## src/rtl/uart_pkg.sv

```systemverilog
// Shared types and line constants for the UART transmit frame controller.
package uart_pkg;

  typedef enum logic [2:0] {
    IDLE,
    START,
    DATA,
    PARITY,
    STOP1,
    STOP2
  } tx_state_t;

  localparam logic PAR_EVEN  = 1'b0;
  localparam logic PAR_ODD   = 1'b1;
  localparam logic LINE_IDLE = 1'b1;
  localparam logic START_BIT = 1'b0;

endpackage

```

## src/rtl/uart_tx_shadow_reg.sv

```systemverilog
// Per-frame shadow of the accepted word and its configuration. The parity
// bit is computed from the incoming word and registered at acceptance.
module uart_tx_shadow_reg
  import uart_pkg::*;
#(
  parameter int DATA_WIDTH = 8
) (
  input  logic                  i_clk,
  input  logic                  i_rst_n,
  input  logic                  i_load,
  input  logic [DATA_WIDTH-1:0] i_data,
  input  logic                  i_par_en,
  input  logic                  i_par_typ,
  input  logic                  i_stop2,
  output logic [DATA_WIDTH-1:0] o_data,
  output logic                  o_par_en,
  output logic                  o_stop2,
  output logic                  o_par_bit
);

  logic [DATA_WIDTH-1:0] r_data;
  logic                  r_par_en;
  logic                  r_stop2;
  logic                  r_par_bit;
  logic                  w_par_bit;

  assign w_par_bit = (i_par_typ == PAR_ODD) ? ~^i_data : ^i_data;

  always_ff @(posedge i_clk or negedge i_rst_n) begin
    if (!i_rst_n) begin
      r_data    <= '0;
      r_par_en  <= 1'b0;
      r_stop2   <= 1'b0;
      r_par_bit <= 1'b0;
    end else if (i_load) begin
      r_data    <= i_data;
      r_par_en  <= i_par_en;
      r_stop2   <= i_stop2;
      r_par_bit <= w_par_bit;
    end
  end

  assign o_data    = r_data;
  assign o_par_en  = r_par_en;
  assign o_stop2   = r_stop2;
  assign o_par_bit = r_par_bit;

endmodule

```

## src/rtl/uart_tx_frame_ctrl.sv

```systemverilog
// UART transmit frame controller: pulls words from the FIFO read side and
// serialises start/data/parity/stop bits, one bit per CLK cycle.
module uart_tx_frame_ctrl
  import uart_pkg::*;
#(
  parameter int DATA_WIDTH = 8,
  parameter int CNT_WIDTH  = $clog2(DATA_WIDTH)
) (
  input  logic                  CLK,
  input  logic                  RST,
  input  logic [DATA_WIDTH-1:0] P_DATA,
  input  logic                  DATA_VALID,
  input  logic                  PAR_EN,
  input  logic                  PAR_TYP,
  input  logic                  STOP2,
  output logic                  RD_INC,
  output logic                  TX_OUT,
  output logic                  BUSY
);

  localparam logic [CNT_WIDTH-1:0] LAST_IDX = CNT_WIDTH'(DATA_WIDTH - 1);

  // Handshake: a word is taken on any edge where DATA_VALID=1 and the FSM is
  // idle or in its final stop cycle; RD_INC pulses during the following
  // START cycle so the FIFO advances exactly once per frame.
  tx_state_t             r_state;
  tx_state_t             w_state_nxt;
  logic [CNT_WIDTH-1:0]  r_idx;
  logic [CNT_WIDTH-1:0]  w_idx_nxt;
  logic                  r_tx;
  logic                  r_busy;
  logic                  r_rd_inc;
  logic                  w_accept;
  logic                  w_tx_nxt;

  logic [DATA_WIDTH-1:0] w_sh_data;
  logic                  w_sh_par_en;
  logic                  w_sh_stop2;
  logic                  w_sh_par_bit;

  uart_tx_shadow_reg #(
    .DATA_WIDTH(DATA_WIDTH)
  ) u_shadow (
    .i_clk    (CLK),
    .i_rst_n  (RST),
    .i_load   (w_accept),
    .i_data   (P_DATA),
    .i_par_en (PAR_EN),
    .i_par_typ(PAR_TYP),
    .i_stop2  (STOP2),
    .o_data   (w_sh_data),
    .o_par_en (w_sh_par_en),
    .o_stop2  (w_sh_stop2),
    .o_par_bit(w_sh_par_bit)
  );

  always_comb begin
    w_state_nxt = r_state;
    w_idx_nxt   = r_idx;
    w_accept    = 1'b0;
    case (r_state)
      IDLE: begin
        if (DATA_VALID) w_accept = 1'b1;
      end
      START: begin
        w_state_nxt = DATA;
        w_idx_nxt   = '0;
      end
      DATA: begin
        if (r_idx == LAST_IDX) w_state_nxt = w_sh_par_en ? PARITY : STOP1;
        else                   w_idx_nxt   = r_idx + 1'b1;
      end
      PARITY: w_state_nxt = STOP1;
      STOP1: begin
        if (w_sh_stop2)      w_state_nxt = uart_pkg::STOP2;
        else if (DATA_VALID) w_accept    = 1'b1;
        else                 w_state_nxt = IDLE;
      end
      uart_pkg::STOP2: begin
        if (DATA_VALID) w_accept    = 1'b1;
        else            w_state_nxt = IDLE;
      end
      default: w_state_nxt = IDLE;
    endcase
    if (w_accept) w_state_nxt = START;

    // Line level is derived from the state being entered so it can be registered.
    w_tx_nxt = LINE_IDLE;
    case (w_state_nxt)
      START:   w_tx_nxt = START_BIT;
      DATA:    w_tx_nxt = w_sh_data[w_idx_nxt];
      PARITY:  w_tx_nxt = w_sh_par_bit;
      default: w_tx_nxt = LINE_IDLE;
    endcase
  end

  always_ff @(posedge CLK or negedge RST) begin
    if (!RST) begin
      r_state  <= IDLE;
      r_idx    <= '0;
      r_tx     <= LINE_IDLE;
      r_busy   <= 1'b0;
      r_rd_inc <= 1'b0;
    end else begin
      r_state  <= w_state_nxt;
      r_idx    <= w_idx_nxt;
      r_tx     <= w_tx_nxt;
      r_busy   <= (w_state_nxt != IDLE);
      r_rd_inc <= w_accept;
    end
  end

  assign TX_OUT = r_tx;
  assign BUSY   = r_busy;
  assign RD_INC = r_rd_inc;

endmodule

```

## config.mk

```make
export PLATFORM = sky130hd
export DESIGN_NAME = uart_tx_frame_ctrl
export DESIGN_NICKNAME = d
export VERILOG_FILES = /design/src/rtl/uart_pkg.sv /design/src/rtl/uart_tx_shadow_reg.sv /design/src/rtl/uart_tx_frame_ctrl.sv
export SDC_FILE = /design/constraint.sdc
export NUM_CORES = 1
export LEC_CHECK = 0
export ABC_CLOCK_PERIOD_IN_PS = 4200
export BUFFER_PORTS_ARGS = -buffer_cell sky130_fd_sc_hd__buf_4
export CAP_MARGIN = 25
export CORE_MARGIN = 5
export CORE_UTILIZATION = 35
export CTS_CLUSTER_SIZE = 10
export DETAILED_ROUTE_END_ITERATION = 12
export GPL_ROUTABILITY_DRIVEN = 0
export PLACE_DENSITY = 0.57
export SETUP_SLACK_MARGIN = 0.1
export SLEW_MARGIN = 20
export SYNTH_ARGS = -nofsm -noshare
export SYNTH_HDL_FRONTEND = slang
export SYNTH_HIERARCHICAL = 1
export SYNTH_SLANG_ARGS = --single-unit
```

## constraint.sdc

```tcl
create_clock -name CLK -period 4.2 [get_ports CLK]
set_input_delay 0.21 -clock CLK [delete_from_list [all_inputs] [get_ports CLK]]
set_output_delay 0.21 -clock CLK [all_outputs]
set_load 0.02 [all_outputs]
```

### After elaboration in Yosys (flattened, before gate mapping)

Cells that the tools add are included.

* bits of input ports: 14
* flip-flop bits (word level): 20

* reductions and logical operators: 5
* multiplexer cells: 15
* equality and inequality tests: 9
* add/subtract/negate cells: 1
* order comparisons: 1

Operators by type and width (count)
* $mux 3: 6
* $pmux 3 s6: 1
* $eq 3x2->1 const B: 4
* $eq 3x3->1 const B: 3
* $reduce_xnor 8->1: 1
* $reduce_xor 8->1: 1
* $eq 3x1->1 const B: 2
* $pmux 3 s2: 1
* $lt 3x4->1 const B: 1
* $mux 1: 4
* $add 3x1->3 const B: 1
* $bmux 1 s3: 1
* $logic_not 3->1: 1
* $pmux 1 s3: 1
* $reduce_bool 3->1: 1
* $pmux 1 s2: 1
* $reduce_or 2->1: 1

### Longest topological paths before layout

* word-level depth: 6
* gate-level depth with buffers: 6
* mapped depth without buffers: 6

### Modules after synthesis

The synthesis kept the hierarchy.

Modules (own cells, without submodules)
* uart_tx_frame_ctrl: area an instance 576.8 sq um, instances 1, cells an instance 56
* uart_tx_shadow_reg: area an instance 501.7 sq um, instances 1, cells an instance 30

### Least setup slack after synthesis

Ideal clock, no wire load.

* path type: reg-to-reg
* start: register r_state[0]
* end: register u_shadow.r_data[0] (netlist: u_shadow/o_data[0])
* clock period less this slack: 1.973 ns
* data arrival time: 1.848 ns
* setup time: 0.125 ns
* path slack: 2.227 ns
* cell stages (with the launch flop): 6
* buffers on the path: 2
* path through: dfrtp_1 buf_2 nor2b_1 nor4b_1 buf_2 mux2_2

* cells in the longest elaborated chain, start to end: 3

RTL lines
* from (decl): RTL line uart_tx_frame_ctrl.sv:26 `tx_state_t r_state;`
* from (signal assigned): RTL line uart_tx_frame_ctrl.sv:105 `r_state <= w_state_nxt;`
* $eq 3x3->1 / $logic_not 3->1 (equally long branches): RTL line uart_tx_frame_ctrl.sv:61 `case (r_state)`
* $reduce_or 2->1 (no line)
* $pmux 1 s2 *: RTL line uart_tx_frame_ctrl.sv:61
* net w_accept: RTL line uart_tx_frame_ctrl.sv:33 `logic w_accept;`
* to (signal assigned): RTL line uart_tx_shadow_reg.sv:36 `r_data <= i_data;`
* to (decl): RTL line uart_tx_shadow_reg.sv:21 `logic [DATA_WIDTH-1:0] r_data;`

The timed path passes the listed nets; every way through them passes the cells marked *.
A chain may end at the register's enable or synchronous reset.

### Worst setup path after layout

* start: register r_state[0]
* end: register r_tx (netlist: TX_OUT)

* cells in the longest elaborated chain, start to end: 6

RTL lines
* $eq 3x3->1, or another cell as far along: RTL line uart_tx_frame_ctrl.sv:61
* $reduce_or 2->1 (no line) / $mux 3 (equally long branches)
* $pmux 1 s2 / $pmux 3 s6 (equally long branches): RTL line uart_tx_frame_ctrl.sv:61
* $mux 3: RTL line uart_tx_frame_ctrl.sv:85 `if (w_accept) w_state_nxt = START;`
* $eq 3x2->1 / $eq 3x1->1 (equally long branches): RTL line uart_tx_frame_ctrl.sv:89 `case (w_state_nxt)`
* $pmux 1 s3 *: RTL line uart_tx_frame_ctrl.sv:89
* net w_tx_nxt: RTL line uart_tx_frame_ctrl.sv:34 `logic w_tx_nxt;`
* to (signal assigned): RTL line uart_tx_frame_ctrl.sv:107 `r_tx <= w_tx_nxt;`
* to (decl): RTL line uart_tx_frame_ctrl.sv:30 `logic r_tx;`

The timed path passes the listed nets; every way through them passes the cells marked *. The select of a mux whose other input is x is not followed.

==> results.cfg <==
[layout]
fin_area_um2 = 1270
nets = 120
final_cells = 137
area_delta_synth_final_pct = 18.2
drive_above_1_share_pct = 37.5
final_util_pct = 42.5
final_common_cell = dfrtp_1
layout_common_cells = dfrtp_1 (19), buf_4 (17), mux2_2 (10)
antenna-diode-count = 0
fillers = 290

[run_status]
status = finished, final reports clean

[route]
drtIter0Drc = 18
top_layer_used = met4
wl_met2_um = 983
wl_met3_um = 61
met1_length_um = 859
vias = 713
firstDrtPassIters = 4
viasPerCell = 5.20
totalWireLength_mm = 1.93
drc = 0
drt-wirelength-per-cell_um = 14.1
ant_nets = 0

[sta]
fin_ws_ns = 2.28
setup_viol = 0
rsz0062_at_grt = false
max_freq_ghz = 0.522
min_period_over_period_pct = 45.6
worst_slew_pin_slew_ns = 0.389
finalSetupTns_ns = 0
final_max_slew_viol_count = 0
timing.slew.headroom_pct = 73.9
layout_min_cycle_time_ns = 1.92
skew_ns = 0.00291
hold_violations = 0

[synth]
synthesis.instances = 86
ys_types = 39
synth_top_area_cell = dfrtp_1
synth.area.top_cells = dfrtp_1 (44%), mux2_2 (10%), mux2i_1 (3.7%)
ys_seq_area_share_pct = 46.5
netlist_area_um2 = 1080
syn_avg_cell_area_um2 = 12.5
yosysWarnings = 6
synth_top_area_share_pct = 44.1
synth_seq_cells = 20
syn_nets = 101

[grt]
grt_pass1_wl_mm = 3.30
grt_max_degree = 21
overflow = 0
grt_pass1_vias = 725
antenna_found_initial = 0
grt.total_usage_pct = 10.1

[critical_path]
r2r_start = r_state[0]
rr_worst_depth = 5
cp.required_ns = 4.42
critPathMaxFanout = 12
arrival_ns = 2.14
end_kind = flip-flop
ff2ff_setup_slack_ns = 2.28
startpoint_type = flip-flop
criticalPathCategory = reg2reg
r2r_end = TX_OUT

[die]
io_pins = 17
die_h_um = 65.5
rows = 20
die_w_um = 65.5
start_util_pct = 35.9
die_area_um2 = 4290
core-area_um2 = 3000

[clock_network]
cts_made_buffers = 3
cts_resized = 0
cts_hold_repair.buffers = 1
clk_latency_ns = 0.29
clk_path_buf_depth = 2
clkTransAtPathRegs_ns = 0.11
cts_setup_buffers = 0
cts_sinks = 20
cts_root_buf = clkbuf_4
h-tree-depth = 1
cts_tree = yes

[min_path]
hold_path_class = in2reg
hold_depth = 2
hold_path_end = u_shadow/o_stop2
hold_start = STOP2

[placed_design]
port_buffers = 16
placed_area_um2 = 1230
dpl.hpwl_mm = 1.46
place_ws_ns = 2.31
dpl.cell_count = 132

[power_and_ir_drop]
p_per_area_nw_per_um2 = 717
p_leak_nw = 0.589
vdd_drop_max_mv = 0.286

[flow_run]
cap_violations = 0
logic make-up after synthesis:
| family | after synthesis | synth area share, % |
|---|---|---|
| multiplexers | 17 | 17.6 |
| XOR/XNOR | 7 | 8.70 |
| flip-flops | 20 | 46.5 |
| adder cells (fa/ha/maj) | 1 | 1.16 |
| AO/OA/AOI/OAI | 15 | 12.0 |
| AND/OR/NAND/NOR | 19 | 10.7 |
| buffers and inverters | 7 | 3.36 |
cell type report:
type	count	area, µm²	area share (%)
flip-flops and latches	20	502	39.4
repair buffers	18	138	10.8
multi-input cells	59	547	42.9
well taps	33	41.3	3.24
clock buffers	4	36.3	2.85
inverters	3	11.3	0.883
critical path, stage by stage, from the launching register on:
cell      delay [ns]
dfrtp_1         0.57
or3b_4          0.44
a32oi_4         0.27
mux2i_1         0.13
mux2_2          0.28
o221ai_2        0.15
through the flow:
stage	hold WS (ns)	total power (W)
2_1_floorplan	-0.0856	0.000711
3_3_place_gp	0.104	0.000799
3_5_place_dp	0.104	0.000815
4_1_cts	0.112	0.000928
5_1_grt	0.119	0.000985
6_report	0.129	0.000914
registers in the layout, indices dropped and copies added, names as in the netlist:
name                count
u_shadow/o_stop2        1
TX_OUT                  1
u_shadow/o_par_en       1
u_shadow/o_data         8
RD_INC                  1
BUSY                    1
u_shadow/o_par_bit      1
r_idx                   3
r_state                 3
worst max path at each step:
stage / from / to / slack (ns) / cells after the start
after floorplan: r_state[0] / u_shadow/o_data[0] / 2.23 / 5
after global placement: r_state[0] / TX_OUT / 2.39 / 5
after detailed placement: r_state[0] / TX_OUT / 2.31 / 5
after CTS: r_state[0] / TX_OUT / 2.27 / 5
after global routing: r_idx[0] / TX_OUT / 2.15 / 6
final: r_state[0] / TX_OUT / 2.28 / 5
report_power, final:
part	total [W]	switching, W	internal, W
sequential	0.000379	0.0000883	0.000291
combinational	0.000425	0.000188	0.000237
clock	0.000109	0.0000566	0.0000528
total	0.000914	0.000333	0.000581
layer usage:
metal,vias up,GRT usage [%]
li1,346,-
met3,4,1.54
met5,-,0
met2,11,16.8
met4,0,5.44
met1,352,12.4
cells in the mapped netlist:
master,instances
nand2b_1,1
o211ai_1,1
a21o_1,1
or3b_4,1
buf_2,2
xnor3_1,1
a32oi_4,1
nor2_1,6
a211o_1,1
mux2_2,10
xnor2_4,1
a22o_1,1
nand2_1,2
xnor2_1,4
nand3b_1,1
mux2i_1,4
clkbuf_1,1
inv_1,3
o21ai_0,2
o31ai_1,1
dfrtp_1,19
nand4b_1,1
mux2_1,2
o221ai_2,1
or2_2,1
dfstp_2,1
xor2_1,1
nand4_1,1
a32o_1,1
and4b_1,1
ha_1,1
nor4b_1,1
mux2_4,1
nor2b_1,1
o22ai_1,1
a21oi_1,4
buf_6,1
and2b_1,1
and3_1,1
(Power assumes the default switching activity.)
